<file path="src/rtl/seg_pkg.sv">
// Shared symbol codes, 7-segment patterns and FSM state type for the message sequencer.
// Latency: none (constants and types only).
// Backpressure: not applicable.
package seg_pkg;

  // Symbol codes above the decimal digits
  localparam logic [3:0] SYM_BLANK = 4'd10;
  localparam logic [3:0] SYM_V     = 4'd11;
  localparam logic [3:0] SYM_E     = 4'd12;
  localparam logic [3:0] SYM_R     = 4'd13;
  localparam logic [3:0] SYM_DASH  = 4'd14;
  localparam logic [3:0] SYM_DP    = 4'd15;

  // Active-high patterns, bit7 = DP, bits6..0 = g..a
  localparam logic [7:0] PAT_0     = 8'h3F;
  localparam logic [7:0] PAT_1     = 8'h06;
  localparam logic [7:0] PAT_2     = 8'h5B;
  localparam logic [7:0] PAT_3     = 8'h4F;
  localparam logic [7:0] PAT_4     = 8'h66;
  localparam logic [7:0] PAT_5     = 8'h6D;
  localparam logic [7:0] PAT_6     = 8'h7D;
  localparam logic [7:0] PAT_7     = 8'h07;
  localparam logic [7:0] PAT_8     = 8'h7F;
  localparam logic [7:0] PAT_9     = 8'h6F;
  localparam logic [7:0] PAT_BLANK = 8'h00;
  localparam logic [7:0] PAT_V     = 8'h3E;
  localparam logic [7:0] PAT_E     = 8'h79;
  localparam logic [7:0] PAT_R     = 8'h50;
  localparam logic [7:0] PAT_DASH  = 8'h40;
  localparam logic [7:0] PAT_DP    = 8'h80;

  // Index 0 is the blank separator, 1..4 are the message nibbles
  localparam logic [2:0] LAST_IDX = 3'd4;

  typedef enum logic {
    ST_IDLE = 1'b0,
    ST_SHOW = 1'b1
  } state_t;

endpackage

</file>
<file path="src/rtl/seg_decode.sv">
// Combinational 4-bit symbol code to 8-bit 7-segment pattern; SEG_ACTIVE_LOW_EN inverts every pattern.
// Latency: zero cycles, pure combinational.
// Backpressure: none.
module seg_decode
  import seg_pkg::*;
(
  input  logic [3:0] i_code,
  output logic [7:0] o_seg
);

  logic [7:0] w_pat;

  // Table lookup of the active-high pattern
  always_comb begin
    w_pat = PAT_BLANK;
    case (i_code)
      4'd0:      w_pat = PAT_0;
      4'd1:      w_pat = PAT_1;
      4'd2:      w_pat = PAT_2;
      4'd3:      w_pat = PAT_3;
      4'd4:      w_pat = PAT_4;
      4'd5:      w_pat = PAT_5;
      4'd6:      w_pat = PAT_6;
      4'd7:      w_pat = PAT_7;
      4'd8:      w_pat = PAT_8;
      4'd9:      w_pat = PAT_9;
      SYM_BLANK: w_pat = PAT_BLANK;
      SYM_V:     w_pat = PAT_V;
      SYM_E:     w_pat = PAT_E;
      SYM_R:     w_pat = PAT_R;
      SYM_DASH:  w_pat = PAT_DASH;
      SYM_DP:    w_pat = PAT_DP;
      default:   w_pat = PAT_BLANK;
    endcase
  end

`ifdef SEG_ACTIVE_LOW_EN
  assign o_seg = ~w_pat;
`else
  assign o_seg = w_pat;
`endif

endmodule

</file>
<file path="src/rtl/seg_msg_sequencer.sv">
// Round-robin arbiter for two requesters that shows a latched 4-symbol message (blank-led) REPEATS times.
// Latency: grant one edge after req seen in IDLE; seg_out follows the symbol index with no added delay.
// Backpressure: req is a held level; dropping the granted bit aborts, other requests wait for IDLE. Macro: SEG_ACTIVE_LOW_EN.
module seg_msg_sequencer
  import seg_pkg::*;
#(
  parameter int TICKS_PER_SYMBOL = 10000000,
  parameter int REPEATS          = 2
) (
  input  logic        clk,
  input  logic        rst,
  input  logic [1:0]  req,
  input  logic [15:0] msg0,
  input  logic [15:0] msg1,
  output logic [1:0]  grant,
  output logic        busy,
  output logic        done,
  output logic [7:0]  seg_out
);

  localparam int              TW        = $clog2(TICKS_PER_SYMBOL);
  localparam logic [TW-1:0]   TICK_LAST = TW'(TICKS_PER_SYMBOL - 1);
  localparam logic [3:0]      PASS_LAST = 4'(REPEATS - 1);

  state_t        r_state, w_state;
  logic          r_sel,   w_sel;
  logic          r_rr,    w_rr;
  logic [2:0]    r_idx,   w_idx;
  logic [3:0]    r_pass,  w_pass;
  logic [TW-1:0] r_tick,  w_tick;
  logic [15:0]   r_msg,   w_msg;
  logic          r_done,  w_done;

  logic          w_winner;
  logic          w_req_held;
  logic [3:0]    w_sym;

  // On a tie r_rr picks the winner; a lone request always wins
  assign w_winner   = (req == 2'b11) ? r_rr : req[1];
  assign w_req_held = r_sel ? req[1] : req[0];

  // State and counter registers, synchronous reset favours requester 0
  always_ff @(posedge clk) begin
    if (rst) begin
      r_state <= ST_IDLE;
      r_sel   <= 1'b0;
      r_rr    <= 1'b0;
      r_idx   <= 3'd0;
      r_pass  <= 4'd0;
      r_tick  <= '0;
      r_msg   <= 16'd0;
      r_done  <= 1'b0;
    end else begin
      r_state <= w_state;
      r_sel   <= w_sel;
      r_rr    <= w_rr;
      r_idx   <= w_idx;
      r_pass  <= w_pass;
      r_tick  <= w_tick;
      r_msg   <= w_msg;
      r_done  <= w_done;
    end
  end

  // Next-state: grant/latch in IDLE, tick/index/pass stepping or abort in SHOW
  always_comb begin
    w_state = r_state;
    w_sel   = r_sel;
    w_rr    = r_rr;
    w_idx   = r_idx;
    w_pass  = r_pass;
    w_tick  = r_tick;
    w_msg   = r_msg;
    w_done  = 1'b0;
    case (r_state)
      ST_IDLE: begin
        if (|req) begin
          w_state = ST_SHOW;
          w_sel   = w_winner;
          w_rr    = ~w_winner;  // pointer moves at grant so aborts advance it too
          w_msg   = w_winner ? msg1 : msg0;
          w_idx   = 3'd0;
          w_pass  = 4'd0;
          w_tick  = '0;
        end
      end
      ST_SHOW: begin
        if (!w_req_held) begin
          w_state = ST_IDLE;
        end else if (r_tick == TICK_LAST) begin
          w_tick = '0;
          if (r_idx == LAST_IDX) begin
            w_idx = 3'd0;
            if (r_pass == PASS_LAST) begin
              w_state = ST_IDLE;
              w_done  = 1'b1;
            end else begin
              w_pass = r_pass + 4'd1;
            end
          end else begin
            w_idx = r_idx + 3'd1;
          end
        end else begin
          w_tick = r_tick + 1'b1;
        end
      end
      default: w_state = ST_IDLE;
    endcase
  end

  // Pick the symbol for the current index; dash whenever idle
  always_comb begin
    w_sym = SYM_DASH;
    if (r_state == ST_SHOW) begin
      case (r_idx)
        3'd1:    w_sym = r_msg[15:12];
        3'd2:    w_sym = r_msg[11:8];
        3'd3:    w_sym = r_msg[7:4];
        3'd4:    w_sym = r_msg[3:0];
        default: w_sym = SYM_BLANK;
      endcase
    end
  end

  seg_decode u_decode (
    .i_code (w_sym),
    .o_seg  (seg_out)
  );

  assign busy  = (r_state == ST_SHOW);
  assign grant = busy ? (r_sel ? 2'b10 : 2'b01) : 2'b00;
  assign done  = r_done;

endmodule

</file>
<file path="config.mk">
export PLATFORM = sky130hd
export DESIGN_NAME = seg_msg_sequencer
export DESIGN_NICKNAME = d
export VERILOG_FILES = /design/src/rtl/seg_pkg.sv /design/src/rtl/seg_decode.sv /design/src/rtl/seg_msg_sequencer.sv
export SDC_FILE = /design/constraint.sdc
export NUM_CORES = 1
export LEC_CHECK = 0
export CORE_MARGIN = 2
export CORE_UTILIZATION = 41
export DETAILED_ROUTE_END_ITERATION = 7
export GPL_TIMING_DRIVEN = 1
export MAX_ROUTING_LAYER = met4
export PLACE_DENSITY = 0.66
export SYNTH_ARGS = -nofsm -noshare
export SYNTH_HDL_FRONTEND = slang
export SYNTH_HIERARCHICAL = 1
export SYNTH_SLANG_ARGS = --single-unit
</file>
<file path="constraint.sdc">
create_clock -name clk -period 4.3 [get_ports clk]
set_input_delay 1.075 -clock clk [delete_from_list [all_inputs] [get_ports clk]]
set_output_delay 1.075 -clock clk [all_outputs]
set_load 0.01 [all_outputs]
</file>
==> metrics.txt, run 1 <==
# TYPE chip_impl_metric gauge
chip_impl_metric{name="synth_edf_count",unit=""} 0
chip_impl_metric{name="timing.max_cap.violations",unit=""} 0
chip_impl_metric{name="finalWeightedCongestion",unit=""} 0.865
chip_impl_info{name="outcome",value="finished, final reports clean"} 1
chip_impl_metric{name="post-place-cells",unit=""} 505
chip_impl_metric{name="syn_area",unit="um2"} 3010
chip_impl_metric{name="crit_required",unit="ns"} 3.22
chip_impl_metric{name="report.final.hold_viol_count",unit=""} 0
chip_impl_metric{name="h-tree-depth",unit=""} 2
chip_impl_info{name="cp_common_cell",value="sky130_fd_sc_hd__inv_1"} 1
chip_impl_metric{name="detail_route.first_pass.iterations",unit=""} 4
chip_impl_metric{name="power_density",unit="nW/um2"} 267
chip_impl_metric{name="first_pass_grt_wire_length",unit="mm"} 11.6
chip_impl_info{name="timing.rr.end",value="r_tick[13]"} 1
chip_impl_metric{name="ys_seq_elements",unit=""} 51
chip_impl_info{name="critPathLaunchType",value="flop"} 1
chip_impl_metric{name="register_area_share_after_synthesis",unit="%"} 33.9
chip_impl_metric{name="avgSynthCellArea",unit="um2"} 8.15
chip_impl_metric{name="die_width",unit="um"} 89.7
chip_impl_metric{name="grt_max_degree",unit=""} 34
chip_impl_metric{name="floorplan.initialDensity",unit="%"} 41.9
chip_impl_metric{name="multiInputGateArea",unit="um2"} 1830
chip_impl_info{name="synth_area_leaders",value="sky130_fd_sc_hd__dfxtp_1 (34%), sky130_fd_sc_hd__mux2i_1 (6.3%), sky130_fd_sc_hd__ha_1 (5.8%)"} 1
chip_impl_metric{name="post-route-min-period",unit="ns"} 4.10
chip_impl_info{name="grt_setup_unrepaired",value="no"} 1
chip_impl_info{name="synth_flop_cell",value="sky130_fd_sc_hd__dfxtp_1"} 1
chip_impl_metric{name="postLayoutSetupSlackWorst",unit="ns"} 0.202
chip_impl_metric{name="cell_depth_of_the_worst_hold_path",unit=""} 1
chip_impl_metric{name="tightest_slew",unit="ns"} 0.749
chip_impl_info{name="holdCritStartpoint",value="r_tick[23]"} 1
chip_impl_info{name="hold-path-endpoint",value="r_tick[23]"} 1
chip_impl_info{name="hold_path_class",value="reg -> reg"} 1
chip_impl_metric{name="crit_arrival",unit="ns"} 3.02
chip_impl_metric{name="via_count_of_the_first_global_routing_pass",unit=""} 2454
chip_impl_metric{name="worst-r2r-cell-count",unit=""} 7
chip_impl_info{name="synth_area_leader_cell",value="sky130_fd_sc_hd__dfxtp_1"} 1
chip_impl_metric{name="seq_area",unit="um2"} 1020
chip_impl_metric{name="async_reset_ff_share",unit="%"} 0
chip_impl_metric{name="pre_cts_slack",unit="ns"} 0.193
chip_impl_metric{name="placed_cell_area",unit="um2"} 3580
chip_impl_metric{name="flow.area_growth_from_synthesis",unit="%"} 23.7
chip_impl_metric{name="drc_errors",unit=""} 0
chip_impl_metric{name="grt_antenna_before_repair",unit=""} 0
chip_impl_metric{name="setup_viol",unit=""} 0
chip_impl_info{name="worst-setup-path-type",value="reg -> out"} 1
chip_impl_metric{name="vias",unit=""} 2825
chip_impl_metric{name="grt.overflow.total",unit=""} 0
chip_impl_metric{name="max_clock_freq",unit="GHz"} 0.244
chip_impl_metric{name="worst_reg2reg_setup_slack",unit="ns"} 1.90
chip_impl_metric{name="syn_nets",unit=""} 419
chip_impl_metric{name="final_cells",unit=""} 514
chip_impl_metric{name="nNetsFinal",unit=""} 464
chip_impl_metric{name="fill_cells",unit=""} 699
chip_impl_metric{name="grt_util_all_layers",unit="%"} 18.7
chip_impl_metric{name="ys.warnings.count",unit=""} 6
chip_impl_metric{name="first_iter_violations",unit=""} 137
chip_impl_metric{name="yosys.cell_types.count",unit=""} 57
chip_impl_metric{name="clock-skew-final",unit="ns"} 0.0138
chip_impl_metric{name="n_antenna_cell",unit=""} 0
chip_impl_metric{name="worst-path-max-fanout",unit=""} 5
chip_impl_metric{name="cts-buffers-inserted",unit=""} 5
chip_impl_metric{name="floorplan.die_area",unit="um2"} 8040
chip_impl_metric{name="drtAntennaViolNets",unit=""} 0
chip_impl_metric{name="route.detailed.vias_per_inst",unit=""} 5.50
chip_impl_metric{name="total_leakage_power",unit="nW"} 1.41
chip_impl_metric{name="design.core.area",unit="um2"} 7180
chip_impl_metric{name="wl",unit="mm"} 6.85
chip_impl_metric{name="rows",unit=""} 31
chip_impl_metric{name="synth_largest_type_area_fraction",unit="%"} 33.9
chip_impl_metric{name="max-vdd-ir-drop",unit="V"} 0.000125
chip_impl_info{name="critical_path.endpoint_type",value="output pin"} 1
chip_impl_metric{name="cpPeakStageDelay",unit="ns"} 0.55
chip_impl_metric{name="final.hold.worst_slack",unit="ns"} 0.486
chip_impl_metric{name="hpwl_after_dpl",unit="mm"} 5.12
chip_impl_metric{name="route.detailed.wl_per_inst",unit="um"} 13.3
chip_impl_metric{name="fin_area",unit="um2"} 3720
chip_impl_metric{name="final.period_utilization",unit="%"} 95.3
chip_impl_info{name="crit_path_cell_trace",value="inv_1, ha_2, or3_1, a21oi_2, nor2_1, o211ai_1, inv_1, ha_1, o21a_1, a21oi_1, clkdlybuf4s50_1"} 1
chip_impl_info{name="r2r_start",value="r_tick[0]"} 1
chip_impl_metric{name="final_total_negative_setup_slack",unit="ns"} 0
chip_impl_metric{name="dieHeight",unit="um"} 89.7
chip_impl_metric{name="design.portCount",unit=""} 48
chip_impl_info{name="crit_path_top_delay_cell",value="sky130_fd_sc_hd__clkdlybuf4s50_1"} 1
chip_impl_metric{name="maxSlewViolCount",unit=""} 0
chip_impl_metric{name="clk_transition_reported_paths",unit="ns"} 0.10
chip_impl_metric{name="clkSinkCount",unit=""} 51
chip_impl_metric{name="fraction_of_layout_cells_with_a_size_suffix_above_1",unit="%"} 9.88
chip_impl_metric{name="final_core_utilization",unit="%"} 51.8
chip_impl_metric{name="fin_total_pwr",unit="mW"} 0.994
chip_impl_metric{name="buffer_ports.inserted",unit=""} 47
chip_impl_metric{name="cts_max_path_buffers",unit=""} 2
chip_impl_info{name="tritoncts",value="done"} 1
chip_impl_metric{name="clk-insertion-delay-late",unit="ns"} 0.31
chip_impl_metric{name="syn-instance-count",unit=""} 369
chip_impl_info{name="cts-root-buf",value="sky130_fd_sc_hd__clkbuf_8"} 1
chip_impl_metric{name="max_slew_margin",unit="%"} 49.7
-- final cells by class --
type | count | share of cell area (%)
timing repair buffer | 56 | 14.5
clock inverter | 2 | 0.942
multi-input combinational | 277 | 49.1
sequential | 51 | 27.5
clock buffer | 6 | 2.22
inverter | 23 | 2.32
tap | 99 | 3.33
-- timing repair --
item | CTS | global route
resized for setup | 3 | 7
hold buffers | 0 | 0
endpoints found under the setup margin | 4 | 5
pin swaps | 0 | 2
setup buffers | 0 | 1
endpoints found under the hold margin | 0 | 0
-- sequential cells by signal, summed over array words and instances, names as in the netlist --
register,flops
r_msg,16
done,1
busy,1
r_rr,1
r_idx,3
r_sel,1
r_tick,24
r_pass,4
-- synthesized netlist by cell type, types with 2 or more instances --
cell type / instances
sky130_fd_sc_hd__and2_1: 2
sky130_fd_sc_hd__o211ai_1: 6
sky130_fd_sc_hd__nand4_1: 8
sky130_fd_sc_hd__o32ai_1: 2
sky130_fd_sc_hd__or4_1: 3
sky130_fd_sc_hd__o21ai_1: 2
sky130_fd_sc_hd__a41oi_1: 3
sky130_fd_sc_hd__o31ai_1: 3
sky130_fd_sc_hd__nand3_2: 2
sky130_fd_sc_hd__nor4_1: 2
sky130_fd_sc_hd__or2_2: 2
sky130_fd_sc_hd__a22oi_1: 6
sky130_fd_sc_hd__ha_1: 14
sky130_fd_sc_hd__or3_1: 10
sky130_fd_sc_hd__clkbuf_1: 8
sky130_fd_sc_hd__and3_1: 3
sky130_fd_sc_hd__buf_4: 2
sky130_fd_sc_hd__mux2_2: 2
sky130_fd_sc_hd__o21ai_0: 19
sky130_fd_sc_hd__dfxtp_1: 51
sky130_fd_sc_hd__nor3_1: 5
sky130_fd_sc_hd__o22ai_1: 3
sky130_fd_sc_hd__a211oi_1: 17
sky130_fd_sc_hd__a31oi_1: 7
sky130_fd_sc_hd__nand2b_1: 2
sky130_fd_sc_hd__a21oi_1: 31
sky130_fd_sc_hd__inv_1: 23
sky130_fd_sc_hd__nor2_1: 41
sky130_fd_sc_hd__mux2i_1: 19
sky130_fd_sc_hd__nor2b_1: 3
sky130_fd_sc_hd__nand3_1: 13
sky130_fd_sc_hd__buf_2: 6
sky130_fd_sc_hd__nand2_1: 25
-- critical path: cells and delay by family (launching register included) --
kind	cells	cell delay, ns
simple gates	2	0.47
fa+ha+maj	2	0.54
flops	1	0.36
buf+inv	3	0.74
compound gates	4	0.61
-- cells in the final DEF, fill, tap and decap left out, drive strengths merged, types with 2 or more instances in the layout --
cell type,Yosys,layout
nor2,41,41
and3,3,3
or4b,2,2
a31oi,7,7
nor4,3,3
nor3,6,6
dfxtp,51,51
o31ai,3,3
clkbuf,8,6
nand4,8,8
clkdlybuf4s50,0,45
o22ai,3,3
nand2b,2,2
inv,23,23
o21ai,21,21
nand2,25,25
or3,11,11
mux2i,19,19
nand3,15,15
and2,3,3
a41oi,3,3
mux2,2,2
a22oi,6,6
buf,9,9
a21oi,31,31
or2,2,2
nor2b,3,3
o211ai,6,6
o32ai,2,2
ha,14,14
a211oi,17,17
or4,3,3
-- cell families after synthesis --
kind of cell | Yosys count | share of synthesized area [%]
buffers and inverters | 41 | 6.03
DFF | 51 | 33.9
xor gates and xnor gates | 2 | 0.582
and+or+nand+nor | 131 | 22.9
muxes | 22 | 7.82
AOI/OAI and AO/OA | 108 | 22.9
adders and majority gates | 14 | 5.82
-- metal layers --
layer	wire [um]	GRT usage [%]	vias to the layer above	part of all wire, %
li1	-	-	1458	-
met1	3440	25.5	1302	50
met2	3060	27.6	57	45
met3	256	3.47	8	3.7
met4	92	6.78	0	1.3
met5	0	-	-	0
-- power breakdown --
part,internal (mW),total [mW],switching (mW)
Combinational,0.0695,0.141,0.0718
Sequential,0.491,0.506,0.0143
Clock,0.188,0.347,0.159
-- worst max path at each step --
stage | start | endpoint | cells after the start
floorplan | r_idx[0] | seg_out[4] | 10
global placement | r_idx[0] | seg_out[4] | 10
detailed placement | r_idx[0] | seg_out[4] | 10
CTS | r_idx[0] | seg_out[0] | 9
global route | r_idx[0] | seg_out[1] | 10
finish | r_idx[0] | seg_out[1] | 11
(Power assumes the default switching activity.)
==> inputs of run 2 (changes only) <==
--- a/config.mk
+++ b/config.mk
@@ -8,9 +8,11 @@
 export CORE_MARGIN = 2
 export CORE_UTILIZATION = 41
 export DETAILED_ROUTE_END_ITERATION = 7
+export DONT_BUFFER_PORTS = 1
+export GPL_ROUTABILITY_DRIVEN = 1
 export GPL_TIMING_DRIVEN = 1
 export MAX_ROUTING_LAYER = met4
-export PLACE_DENSITY = 0.66
+export PLACE_DENSITY = 0.57
 export SYNTH_ARGS = -nofsm -noshare
 export SYNTH_HDL_FRONTEND = slang
 export SYNTH_HIERARCHICAL = 1
==> metrics.txt, run 2 (synthesized netlist as in run 1, its figures left out) <==
# TYPE chip_impl_metric gauge
chip_impl_metric{name="power_switching",unit="mW"} 0.241
chip_impl_metric{name="detail_route.first_pass.iterations",unit=""} 5
chip_impl_metric{name="clock-skew-final",unit="ns"} 0.00694
chip_impl_metric{name="crit_arrival",unit="ns"} 3.04
chip_impl_metric{name="worst_reg2reg_setup_slack",unit="ns"} 1.83
chip_impl_metric{name="finalWeightedCongestion",unit=""} 0.845
chip_impl_info{name="critPathLaunchType",value="flop"} 1
chip_impl_metric{name="largest_register_ff_count",unit=""} 24
chip_impl_metric{name="crit_required",unit="ns"} 3.22
chip_impl_metric{name="cts_resized",unit=""} 0
chip_impl_info{name="critical_path.endpoint_type",value="output pin"} 1
chip_impl_metric{name="cell_depth_of_the_worst_hold_path",unit=""} 1
chip_impl_metric{name="via_count_of_the_first_global_routing_pass",unit=""} 2185
chip_impl_info{name="crit_path_top_delay_cell",value="sky130_fd_sc_hd__dfxtp_1"} 1
chip_impl_metric{name="nNetsFinal",unit=""} 414
chip_impl_metric{name="grt.overflow.total",unit=""} 0
chip_impl_metric{name="final_total_negative_setup_slack",unit="ns"} 0
chip_impl_info{name="largestRegisters",value="r_tick x24, r_msg x16, r_pass x4"} 1
chip_impl_metric{name="critical_path_depth",unit=""} 10
chip_impl_metric{name="seq_area",unit="um2"} 1020
chip_impl_metric{name="worst-r2r-cell-count",unit=""} 7
chip_impl_metric{name="setup_viol",unit=""} 0
chip_impl_info{name="worst-setup-path-type",value="reg -> out"} 1
chip_impl_metric{name="clkPwrFrac",unit="%"} 37.1
chip_impl_metric{name="crit_buf_inv",unit=""} 2
chip_impl_info{name="r2r_start",value="r_tick[0]"} 1
chip_impl_metric{name="grt_max_degree",unit=""} 34
chip_impl_metric{name="timing.max_cap.violations",unit=""} 0
chip_impl_metric{name="route.detailed.wl_per_inst",unit="um"} 14.4
chip_impl_metric{name="die_width",unit="um"} 89.7
chip_impl_metric{name="report.final.hold_viol_count",unit=""} 0
chip_impl_metric{name="grt_util_all_layers",unit="%"} 17.0
chip_impl_metric{name="wl",unit="mm"} 6.67
chip_impl_metric{name="postLayoutSetupSlackWorst",unit="ns"} 0.182
chip_impl_metric{name="maxSlewViolCount",unit=""} 0
chip_impl_metric{name="first_pass_grt_wire_length",unit="mm"} 10.5
chip_impl_metric{name="n_antenna_cell",unit=""} 0
chip_impl_metric{name="clkSinkCount",unit=""} 51
chip_impl_metric{name="post-route-min-period",unit="ns"} 4.12
chip_impl_info{name="layout.cells.most_common_list",value="sky130_fd_sc_hd__dfxtp_1 (51), sky130_fd_sc_hd__nor2_1 (40), sky130_fd_sc_hd__a21oi_1 (31)"} 1
chip_impl_metric{name="tightest_slew",unit="ns"} 1.15
chip_impl_metric{name="clk-insertion-delay-late",unit="ns"} 0.31
chip_impl_metric{name="cpPeakStageDelay",unit="ns"} 0.38
chip_impl_metric{name="swShare",unit="%"} 25.2
chip_impl_metric{name="power_density",unit="nW/um2"} 298
chip_impl_info{name="crit_end",value="seg_out[4]"} 1
chip_impl_metric{name="internal-power",unit="mW"} 0.716
chip_impl_info{name="path_delay_family",value="compound AO/OA/AOI/OAI gates"} 1
chip_impl_info{name="top_register",value="r_tick"} 1
chip_impl_metric{name="total_leakage_power",unit="nW"} 1.19
chip_impl_metric{name="worst-path-max-fanout",unit=""} 5
chip_impl_metric{name="rows",unit=""} 31
chip_impl_metric{name="final.period_utilization",unit="%"} 95.8
chip_impl_metric{name="final_core_utilization",unit="%"} 44.7
chip_impl_metric{name="grt_antenna_before_repair",unit=""} 0
chip_impl_info{name="crit_start",value="r_idx[0]"} 1
chip_impl_metric{name="post-cts-setup-buffer-count",unit=""} 0
chip_impl_metric{name="design.portCount",unit=""} 48
chip_impl_metric{name="max_slew_margin",unit="%"} 23.6
chip_impl_info{name="crit_path_cell_trace",value="inv_1, ha_1, or3_1, a21oi_1, nor2_1, o211ai_1, inv_1, ha_1, mux2_2, o21ai_0"} 1
chip_impl_metric{name="floorplan.initialDensity",unit="%"} 41.9
chip_impl_metric{name="final_cells",unit=""} 464
chip_impl_metric{name="comb_power_share",unit="%"} 9.8
chip_impl_info{name="hold_path_class",value="reg -> reg"} 1
chip_impl_info{name="tritoncts",value="done"} 1
chip_impl_metric{name="multiInputGateArea",unit="um2"} 1820
chip_impl_info{name="timing.rr.end",value="r_tick[9]"} 1
chip_impl_metric{name="post-place-cells",unit=""} 453
chip_impl_info{name="outcome",value="finished, final reports clean"} 1
chip_impl_metric{name="buffer_ports.inserted",unit=""} 0
chip_impl_metric{name="clk_transition_reported_paths",unit="ns"} 0.10
chip_impl_metric{name="dieHeight",unit="um"} 89.7
chip_impl_metric{name="max-vdd-ir-drop",unit="V"} 0.000122
chip_impl_metric{name="cts_max_path_buffers",unit=""} 2
chip_impl_metric{name="pre_cts_slack",unit="ns"} 0.453
chip_impl_metric{name="drtAntennaViolNets",unit=""} 0
chip_impl_metric{name="route.detailed.vias_per_inst",unit=""} 5.66
chip_impl_metric{name="p_seq_share",unit="%"} 53.0
chip_impl_metric{name="fill_cells",unit=""} 743
chip_impl_info{name="mostFrequentLayoutCell",value="sky130_fd_sc_hd__dfxtp_1"} 1
chip_impl_metric{name="h-tree-depth",unit=""} 2
chip_impl_metric{name="drc_errors",unit=""} 0
chip_impl_metric{name="vias",unit=""} 2626
chip_impl_metric{name="cts-buffers-inserted",unit=""} 5
chip_impl_info{name="cts-root-buf",value="sky130_fd_sc_hd__clkbuf_8"} 1
chip_impl_metric{name="first_iter_violations",unit=""} 182
chip_impl_metric{name="cts_hold_buffers",unit=""} 0
chip_impl_metric{name="fraction_of_layout_cells_with_a_size_suffix_above_1",unit="%"} 8.49
chip_impl_metric{name="design.core.area",unit="um2"} 7180
chip_impl_metric{name="floorplan.die_area",unit="um2"} 8040
chip_impl_metric{name="max_clock_freq",unit="GHz"} 0.243
chip_impl_metric{name="hpwl_after_dpl",unit="mm"} 4.77
chip_impl_metric{name="flow.area_growth_from_synthesis",unit="%"} 6.74
run 2: stage by stage:
step	hold WS [ns]	instance area, um2	power (mW)
after CTS	0.473	3190	0.965
after global routing	0.510	3210	0.996
after floorplan	0.433	3010	0.595
final	0.476	3210	0.957
after detailed placement	0.459	3070	0.614
after global placement	0.453	3070	0.613
run 2: area by class of cell:
cell class / count / share of cell area, %
Multi-Input combinational cell: 277 / 56.6
Sequential cell: 51 / 31.8
Tap cell: 99 / 3.86
Inverter: 23 / 2.69
Clock buffer: 6 / 2.57
Timing Repair Buffer: 6 / 1.40
Clock inverter: 2 / 1.09
run 2: how the worst min path moves through the flow:
| stage | from | endpoint |
|---|---|---|
| 6_report | r_tick[23] | r_tick[23] |
| 5_1_grt | r_pass[3] | r_pass[3] |
| 4_1_cts | r_tick[23] | r_tick[23] |
| 3_5_place_dp | r_tick[23] | r_tick[23] |
| 3_3_place_gp | r_tick[23] | r_tick[23] |
| 2_1_floorplan | r_tick[23] | r_tick[23] |
run 2: metal layers:
| layer | GRT usage, % | vias to the layer above | routed length, um |
|---|---|---|---|
| li1 | - | 1352 | - |
| met1 | 24.8 | 1222 | 3560 |
| met2 | 24.3 | 45 | 2850 |
| met3 | 3.29 | 7 | 204 |
| met4 | 3.66 | 0 | 55 |
| met5 | - | - | 0 |
run 2: power by group through the flow:
stage	sequential, mW	combinational [mW]	clock [mW]
CTS	0.508	0.0950	0.362
finish	0.508	0.0941	0.355
global route	0.511	0.107	0.379
detailed placement	0.519	0.0949	0
floorplan	0.510	0.0853	0
global placement	0.519	0.0942	0
